`src/rtl/servo_sched_pkg.sv`:
```
// rtl/servo_sched_pkg.sv - shared widths, FSM state codes, pose type and clamp helper
package servo_sched_pkg;

  localparam int SERVO_W = 13;
  localparam int CNT_W   = 5;

  localparam logic [2:0] ST_IDLE  = 3'd0;
  localparam logic [2:0] ST_LOAD  = 3'd1;
  localparam logic [2:0] ST_RAMP  = 3'd2;
  localparam logic [2:0] ST_DWELL = 3'd3;
  localparam logic [2:0] ST_END   = 3'd4;

  typedef struct packed {
    logic [SERVO_W-1:0] ch3;
    logic [SERVO_W-1:0] ch2;
    logic [SERVO_W-1:0] ch1;
    logic [SERVO_W-1:0] ch0;
  } pose_t;

  function automatic logic [SERVO_W-1:0] clamp(input logic [SERVO_W-1:0] x,
                                               input logic [SERVO_W-1:0] lo,
                                               input logic [SERVO_W-1:0] hi);
    return (x < lo) ? lo : ((x > hi) ? hi : x);
  endfunction

endpackage

```
`src/rtl/servo_slew_step.sv`:
```
// rtl/servo_slew_step.sv - one bounded slew step of a servo channel toward its target
module servo_slew_step
  import servo_sched_pkg::*;
(
  input  logic [SERVO_W-1:0] current,
  input  logic [SERVO_W-1:0] target,
  input  logic [SERVO_W-1:0] step,
  output logic [SERVO_W-1:0] next,
  output logic               at_target
);

  logic signed [SERVO_W:0] diff;
  logic signed [SERVO_W:0] step_s;

  always_comb begin
    diff      = $signed({1'b0, target}) - $signed({1'b0, current});
    step_s    = $signed({1'b0, step});
    at_target = (diff == '0);
    if (diff > step_s)       next = current + step;
    else if (diff < -step_s) next = current - step;
    else                     next = target;
  end

endmodule

```
`src/rtl/servo_replay_scheduler.sv`:
```
// rtl/servo_replay_scheduler.sv - manual pass-through or record/replay of servo poses; REPLAY_LOOP_EN repeats replay until stopped
module servo_replay_scheduler
  import servo_sched_pkg::*;
#(
  parameter int                 DEPTH       = 16,
  parameter int                 TICK_DIV    = 50000,
  parameter logic [SERVO_W-1:0] STEP        = 13'd20,
  parameter int                 DWELL_TICKS = 500,
  parameter logic [SERVO_W-1:0] SERVO_MIN   = 13'd500,
  parameter logic [SERVO_W-1:0] SERVO_MAX   = 13'd2500
) (
  input  logic               i_clk,
  input  logic               i_rst,
  input  logic [SERVO_W-1:0] i_manual0,
  input  logic [SERVO_W-1:0] i_manual1,
  input  logic [SERVO_W-1:0] i_manual2,
  input  logic [SERVO_W-1:0] i_manual3,
  input  logic               i_record,
  input  logic               i_play,
  input  logic               i_stop,
  input  logic               i_clear,
  output logic [SERVO_W-1:0] o_servo0,
  output logic [SERVO_W-1:0] o_servo1,
  output logic [SERVO_W-1:0] o_servo2,
  output logic [SERVO_W-1:0] o_servo3,
  output logic               o_replaying,
  output logic [CNT_W-1:0]   o_tot_state,
  output logic [CNT_W-1:0]   o_current_state,
  output logic               o_full
);

  localparam int AW = (DEPTH > 1) ? $clog2(DEPTH) : 1;
  localparam int TW = (TICK_DIV > 1) ? $clog2(TICK_DIV) : 1;
  localparam int DW = (DWELL_TICKS > 1) ? $clog2(DWELL_TICKS) : 1;
  localparam logic [CNT_W-1:0] DEPTH_C = CNT_W'(DEPTH);

  logic [2:0]         state;
  logic [CNT_W-1:0]   tot, idx;
  logic [TW-1:0]      tick_cnt;
  logic [DW-1:0]      dwell_cnt;
  pose_t              mem [DEPTH];
  pose_t              tgt, manual_pose;
  logic [SERVO_W-1:0] servo [4];
  logic [SERVO_W-1:0] man [4];
  logic [SERVO_W-1:0] tgt_ch [4];
  logic [SERVO_W-1:0] nxt [4];
  logic [3:0]         at_tgt;
  logic               tick, full, mem_we, last_pose;

  assign man[0] = clamp(i_manual0, SERVO_MIN, SERVO_MAX);
  assign man[1] = clamp(i_manual1, SERVO_MIN, SERVO_MAX);
  assign man[2] = clamp(i_manual2, SERVO_MIN, SERVO_MAX);
  assign man[3] = clamp(i_manual3, SERVO_MIN, SERVO_MAX);
  assign manual_pose = {man[3], man[2], man[1], man[0]};

  assign tgt_ch[0] = tgt.ch0;
  assign tgt_ch[1] = tgt.ch1;
  assign tgt_ch[2] = tgt.ch2;
  assign tgt_ch[3] = tgt.ch3;

  assign tick      = (tick_cnt == TW'(TICK_DIV - 1));
  assign full      = (tot == DEPTH_C);
  assign last_pose = (({1'b0, idx} + 1'b1) >= {1'b0, tot});
  // Record only wins when no higher-priority command shares the cycle.
  assign mem_we    = !i_rst && (state == ST_IDLE) && i_record && !i_stop &&
                     !i_clear && !i_play && !full;

  for (genvar k = 0; k < 4; k++) begin : g_slew
    servo_slew_step u_step (
      .current  (servo[k]),
      .target   (tgt_ch[k]),
      .step     (STEP),
      .next     (nxt[k]),
      .at_target(at_tgt[k])
    );
  end

  // Pose RAM: the target register doubles as the synchronous read port.
  always_ff @(posedge i_clk) begin
    if (mem_we) mem[tot[AW-1:0]] <= manual_pose;
    if (state == ST_LOAD) tgt <= mem[idx[AW-1:0]];
  end

  always_ff @(posedge i_clk) begin
    if (i_rst) begin
      state     <= ST_IDLE;
      tot       <= '0;
      idx       <= '0;
      tick_cnt  <= '0;
      dwell_cnt <= '0;
      for (int k = 0; k < 4; k++) servo[k] <= SERVO_MIN;
    end else begin
      tick_cnt <= tick ? '0 : tick_cnt + 1'b1;
      if (state != ST_IDLE && i_stop) begin
        state <= ST_IDLE;
      end else begin
        case (state)
          ST_IDLE: begin
            for (int k = 0; k < 4; k++) servo[k] <= man[k];
            if (!i_stop) begin
              if (i_clear) tot <= '0;
              else if (i_play) begin
                if (tot != '0) begin
                  idx   <= '0;
                  state <= ST_LOAD;
                end
              end else if (i_record && !full) tot <= tot + 1'b1;
            end
          end
          ST_LOAD: begin
            tick_cnt <= '0;
            state    <= ST_RAMP;
          end
          ST_RAMP: begin
            if (tick) begin
              for (int k = 0; k < 4; k++) servo[k] <= nxt[k];
              if (&at_tgt) begin
                dwell_cnt <= '0;
                state     <= ST_DWELL;
              end
            end
          end
          ST_DWELL: begin
            if (tick) begin
              if (dwell_cnt == DW'(DWELL_TICKS - 1)) begin
                if (last_pose) state <= ST_END;
                else begin
                  idx   <= idx + 1'b1;
                  state <= ST_LOAD;
                end
              end else dwell_cnt <= dwell_cnt + 1'b1;
            end
          end
          ST_END: begin
`ifdef REPLAY_LOOP_EN
            idx   <= '0;
            state <= ST_LOAD;
`else
            state <= ST_IDLE;
`endif
          end
          default: state <= ST_IDLE;
        endcase
      end
    end
  end

  assign o_servo0        = servo[0];
  assign o_servo1        = servo[1];
  assign o_servo2        = servo[2];
  assign o_servo3        = servo[3];
  assign o_replaying     = (state != ST_IDLE);
  assign o_current_state = o_replaying ? idx : '0;
  assign o_tot_state     = tot;
  assign o_full          = full;

endmodule

```
`config.mk`:
```
export PLATFORM = sky130hd
export DESIGN_NAME = servo_replay_scheduler
export DESIGN_NICKNAME = d
export VERILOG_FILES = /design/src/rtl/servo_sched_pkg.sv /design/src/rtl/servo_slew_step.sv /design/src/rtl/servo_replay_scheduler.sv
export SDC_FILE = /design/constraint.sdc
export NUM_CORES = 1
export LEC_CHECK = 0
export CORE_MARGIN = 2
export CORE_UTILIZATION = 42
export CTS_CLUSTER_DIAMETER = 50
export DETAILED_ROUTE_END_ITERATION = 7
export GPL_TIMING_DRIVEN = 0
export PLACE_DENSITY_LB_ADDON = 0.05
export SLEW_MARGIN = 20
export SYNTH_ARGS = -nofsm -noshare
export SYNTH_HDL_FRONTEND = slang
export SYNTH_SLANG_ARGS = --single-unit
```
`constraint.sdc`:
```
create_clock -name i_clk -period 5.6 [get_ports i_clk]
set_input_delay 1.12 -clock i_clk [delete_from_list [all_inputs] [get_ports i_clk]]
set_output_delay 1.12 -clock i_clk [all_outputs]
set_load 0.01 [all_outputs]
```
# ---- Word-level counts from Yosys, hierarchy flattened
# Memories as Yosys holds them, arrays and structs flattened. A register that Yosys moved wholly into a read port is not among the register bits.
# Index checks and enable logic that the tools add are counted.
dict set report totals {
  wordCells 164
  ram_bits 884
  input_bits 58
  n_memories 2
  regBits 38
}
# memory words word_bits read_ports rd_ports_with_merged_regs write_ports line
set mem_list {}
lappend mem_list {mem 16 52 1 1 1 servo_replay_scheduler.sv:41} ;# pose_t mem [DEPTH];
lappend mem_list {servo 4 13 4 0 4 servo_replay_scheduler.sv:43} ;# logic [SERVO_W-1:0] servo [4];
dict set report op_classes {
  order_cmp 17
  n_reduce_logical 29
  addsub 17
  n_eq_ne 17
  bitwise_logic 10
  muxes 67
}
# op n
set op_table {}
lappend op_table {{13-bit 2-to-1 mux} 24}
lappend op_table {{14-bit by 6-bit greater-than comparator with 1-bit output, second input constant} 4}
lappend op_table {{14-bit zero test} 4}
lappend op_table {{14-bit by 6-bit less-than comparator with 1-bit output, second input constant} 4}
lappend op_table {{13-bit by 13-bit subtractor with 14-bit output} 4}
lappend op_table {{5-bit 2-to-1 mux} 11}
lappend op_table {{13-bit by 5-bit adder with 13-bit output, second input constant} 4}
lappend op_table {{13-bit by 12-bit greater-than comparator with 1-bit output, second input constant} 4}
lappend op_table {{13-bit by 9-bit less-than comparator with 1-bit output, second input constant} 4}
lappend op_table {{13-bit by 5-bit subtractor with 13-bit output, second input constant} 4}
lappend op_table {{16-bit 2-to-1 mux} 3}
lappend op_table {{9-bit 2-to-1 mux} 4}
lappend op_table {{3-bit 2-to-1 mux} 9}
lappend op_table {{2-bit inequality test, second input constant} 9}
lappend op_table {{9-bit case mux with 2 select lines} 1}
lappend op_table {{16-bit by 1-bit adder with 16-bit output, second input constant} 1}
lappend op_table {{16-bit == test, second input constant} 1}
lappend op_table {{1-bit 2-to-1 mux} 13}
lappend op_table {{3-bit case mux with 4 select lines} 1}
lappend op_table {{5-bit by 1-bit adder with 5-bit output, second input constant} 2}
lappend op_table {{5-bit case mux with 2 select lines} 1}
lappend op_table {{9-bit by 1-bit adder with 9-bit output, second input constant} 1}
lappend op_table {{9-bit == test, second input constant} 1}
lappend op_table {{9-bit AND reduction} 1}
lappend op_table {{19 further kinds} 42}

# ---- Logic depth before layout (Yosys ltp)
# Gate-level depths: netlist of the first run.
dict set report logic_depth {
  depth_word 9
  ltp_mapped 16
}

# ---- Hierarchy
# A second synthesis of the first run with hierarchy kept.
dict set report unflattened {
  hier_cells 3330
  hier_area_um2 48935.7
}
# mod area_per_inst_um2 n_inst cells_each seq_area_each_um2
set modules_own_cells {}
lappend modules_own_cells {servo_replay_scheduler 37838.8 1 1767 28867.7}
lappend modules_own_cells {{servo_slew_step (g_slew[1].u_step ...)} 2798.9 2 403 0.0}
lappend modules_own_cells {{servo_slew_step (g_slew[0].u_step)} 2788.9 1 381 0.0}
lappend modules_own_cells {{servo_slew_step (g_slew[3].u_step)} 2710.1 1 376 0.0}

# ---- Worst setup path after synthesis of the first run
# Ideal clock, no wire load.
dict set report synth_timing {
  path_type {input port to flip-flop}
  startpoint {in i_play}
  endpoint {mem mem[3][0] (netlist name), enable pin}
  path_slack_ps -498
  path_stages 5
  setup_time_ps 526
  path_buffers 0
  required_ps 5074
  arrival_ps 5572
  cell_sequence {nor3b_1 -> nand2_1 -> nor3_1 -> nand2_1 -> nor3_1}
}
dict set report synth_via {
  elab_chain_len 5
}
# item line
set synth_lines {}
lappend synth_lines {{start: declaration} servo_replay_scheduler.sv:19} ;# input logic i_play,
lappend synth_lines {{1-bit zero test} servo_replay_scheduler.sv:66} ;# !i_clear && !i_play && !full;
lappend synth_lines {{1-bit logical AND (2 in series)} servo_replay_scheduler.sv:66}
lappend synth_lines {{1-bit 2-to-1 mux} servo_replay_scheduler.sv:80} ;# if (mem_we) mem[tot[AW-1:0]] <= manual_pose;
lappend synth_lines {{1-bit 2-to-1 mux (not written as such)} servo_replay_scheduler.sv:80}
lappend synth_lines {{end: declaration} servo_replay_scheduler.sv:41}
# No other way between the ends.

# ---- Final worst setup path of the first run
dict set report layout_timing {
  startpoint {reg tgt[13] (netlist name)}
  endpoint {reg dwell_cnt[6]}
}
dict set report layout_via {
  elab_chain_len 5
}
# item line
set layout_lines {}
lappend layout_lines {{13-bit by 13-bit subtractor with 14-bit output} servo_slew_step.sv:16} ;# diff = $signed({1'b0, target}) - $signed({1'b0, current});
lappend layout_lines {{14-bit zero test} servo_slew_step.sv:18} ;# at_target = (diff == '0);
lappend layout_lines {{4-bit AND reduction} servo_replay_scheduler.sv:117} ;# if (&at_tgt) begin
lappend layout_lines {{2-bit inequality test (no line)} -}
lappend layout_lines {{6-bit AND reduction (no line)} -}
lappend layout_lines {{end signal: assignment} servo_replay_scheduler.sv:131} ;# end else dwell_cnt <= dwell_cnt + 1'b1;
lappend layout_lines {{end: declaration} servo_replay_scheduler.sv:40} ;# logic [DW-1:0] dwell_cnt;
# No other way between the ends.
# A chain may end at the register's enable or synchronous reset.

==> metrics, run 1 <==
H-tree levels 3; vias 26.0k; share of cells above drive strength 1 0.194; largest net degree at the start of global routing 21; first-pass GRT wire length 184000 um; synth unique cells 91; Die W 325 um; crit share post-route 0.865; status finished, final reports clean; Mapped Cells 2640; Starting Density 0.425; worst path bufs/invs 2; Power Dens Cells 310 mW/mm^2; Hold WS approximately 0.44 ns; Max-Slew Margin vs Limit 0.241; GR Overflow Total 0; Fin. Hold Viols 0; critical path's top delay family compound AO/OA/AOI/OAI gates; fmax just over 200 MHz; IO buf count ~120; I/O pin count 122; GP Congestion 0.842; Num CTS Buffers 113; Slew Viols, Final 0; Worst Path Max Fanout 8; antenna violations before repair 4; syn_area_per_cell 16.4 um^2; Syn-to-layout area delta 19.7%; FF+latch count, synth between 900 and 1k; dpl cell area 0.0482 mm^2; PostCTS Resize Cnt 0; post-synth top area cell edfxtp_1; leakage 16.9 nW; commonest non-fill, non-tap cells in the layout edfxtp_1 (936), mux4_2 (260), nor2_1 (137), clkdlybuf4s50_1 (121), a21oi_1 (118); Crit Path Class reg -> reg; worst-path cell chain inv_1, ha_1, inv_1, fa_1, a211o_1, a211o_1, a21oi_1, nor4bb_1, a211oi_2, nand4_1, nor4_1, a21oi_1, o21ai_0, a21oi_1; RSZ-0062 raised after global routing false; Final nets 3154; Seq/Total Area, Yosys 0.665; Max stage delay on crit path between 0.8 and 0.9 ns; CP Capture Type register; Post-synth EDFFs 936; die area 0.106 mm^2; vias per std cell 5.79; CTS tree done; Floorplan Core Area a little over 0.1 mm^2; Yosys top cell area share 0.648; final instance area around 0.052 mm^2; commonest non-fill, non-tap cell in the layout edfxtp_1; Routed WL per cell 28.3 um; Remaining DRCs 0; row cnt 117; Final Total Pwr 16.1 mW; Pre-antenna DRT Iters 5; mapped cell area 0.0434 mm^2; crit path launch type register; vias in the first global route around 27k; gr usage total 0.240; Iter 0 DRT Violations approximately 2.4k; CTS root buf clkbuf_16; Clock Latency Late Sink 0.69 ns; hold buffers post-CTS 0; Critical Path Most Common Cell a21oi_1; Arrival @ worst endpoint 5.40 ns; synth top area cells edfxtp_1 (65%), mux4_2 (13%), ha_1 (2.1%); Routed WL 127000 um; CTS clk-pin slew, worst paths 0.06 ns; VDD IR max 0.000223 V; Clock Skews 0.0172 ns; CP max-delay cell nor4_1; Post-DRT Antenna Nets 0; CTS Sinks 974; Post-CTS Setup Inserts 0; Vert. Die Dim 325 um; main flop type after synthesis edfxtp_1; CP Data Required Time around 6 ns; setup violators final 0; Tmin final 4.85 ns; async set or reset register ratio after synthesis 0; HPWL Detailed 89200 um; worst-margin pin slew 1.14 ns; Ys Warns 0; clock tree buffer depth 3; Max-Cap Viols 0; Hold Path Class reg -> reg
## kinds of logic after synthesis
| family | Yosys count | share of synthesized area |
|---|---|---|
| flip-flops | 974 | 0.665 |
| AND/OR/NAND/NOR | 575 | 0.0691 |
| AO/OA/AOI/OAI | 425 | 0.0641 |
| multiplexers | 289 | 0.142 |
| buffers and inverters | 211 | 0.0189 |
| XOR/XNOR | 89 | 0.0180 |
| adder cells (fa/ha/maj) | 76 | 0.0226 |
| other | 1 | 0.0000864 |
## cell usage after synthesis (27+ instances only)
library cell / instances
xnor2_1: 72
nand2_1: 90
edfxtp_1: 936
and2_1: 31
o21ai_0: 85
mux4_2: 260
nor3_1: 58
inv_1: 103
o21a_1: 27
a21o_1: 32
ha_1: 72
nand2b_1: 28
nand3_1: 63
dfxtp_1: 38
a21oi_1: 119
nor2_1: 150
clkbuf_1: 73
## layout make-up
type                            count  area (um^2)
Antenna cell                        2         5.00
Clock buffer                      133         2920
Sequential cell                   974        28900
Inverter                          104          390
Buffer                            107          469
Multi-Input combinational cell   1518        14100
Timing Repair Buffer              202         2670
Tap cell                         1368         1710
Fill cell                        8499        50200
Clock inverter                     78          808
## layer usage
metal | track usage | wire length, um | share of wire | up-vias
met4 | 0.0666 | 3120 | 0.025 | 0
met5 | 0 | 0 | 0 | -
met3 | 0.0369 | 6590 | 0.052 | 164
met2 | 0.404 | 62600 | 0.49 | 735
li1 | - | - | - | 11383
met1 | 0.324 | 54600 | 0.43 | 13688
## path summary, 6_finish.rpt
kind / from / cells after the start / endpoint / slack [ns]
min reg2reg: tick_cnt[0]$_SDFF_PP0_ / 1 / tick_cnt[0]$_SDFF_PP0_ / 0.44
max reg2reg: tgt[13]$_DFFE_PN_ / 14 / dwell_cnt[6]$_SDFFE_PP0P_ / 0.75
min: tick_cnt[0]$_SDFF_PP0_ / 1 / tick_cnt[0]$_SDFF_PP0_ / 0.44
max: tgt[13]$_DFFE_PN_ / 14 / dwell_cnt[6]$_SDFFE_PP0P_ / 0.75
## through the flow
stage,worst slack [ns],std cells,setup TNS [ns],util
final,0.754,4486,0,0.508
after global routing,0.442,4484,0,0.508
after CTS,0.718,4484,0,0.508
after detailed placement,0.753,4273,0,0.472
after global placement,-5.91,4192,-3083.08,0.456
after floorplan,0.0794,2703,0,-
## report_power, final
part / switching (mW) / internal, mW / leakage (nW)
sequential: 0.0347 / 8.01 / 8.85
combinational: 0.451 / 0.258 / 6.20
clock: 3.01 / 4.35 / 1.82
total: 3.50 / 12.6 / 16.9
## flip-flops by register name, summed over array words and instances, names as in the netlist
name	cells
servo	52
idx	5
mem	832
state	3
tick_cnt	16
tgt	52
dwell_cnt	9
o_tot_state	5
Note: power is estimated with default switching activity, not from simulation.
==> run 2, diff against run 1 <==
==> constraint.sdc (replaced) <==
create_clock -name i_clk -period 5.6 [get_ports i_clk]
set_input_delay 1.12 -clock i_clk [delete_from_list [all_inputs] [get_ports i_clk]]
set_output_delay 1.12 -clock i_clk [all_outputs]
set_load 0.02 [all_outputs]
==> results of run 2 <==
The final DEF is identical to that of run 1. Status: finished, final reports clean.
Main changes from that run: clock-pin slew on the worst setup and hold paths 0.06 ns -> 0.05 ns; setup slack after layout 0.754 ns -> 0.731 ns; start point of the critical path tgt[13]$_DFFE_PN_ -> idx[0]$_SDFFE_PP0P_; end point of the critical path dwell_cnt[6]$_SDFFE_PP0P_ -> o_current_state[0]
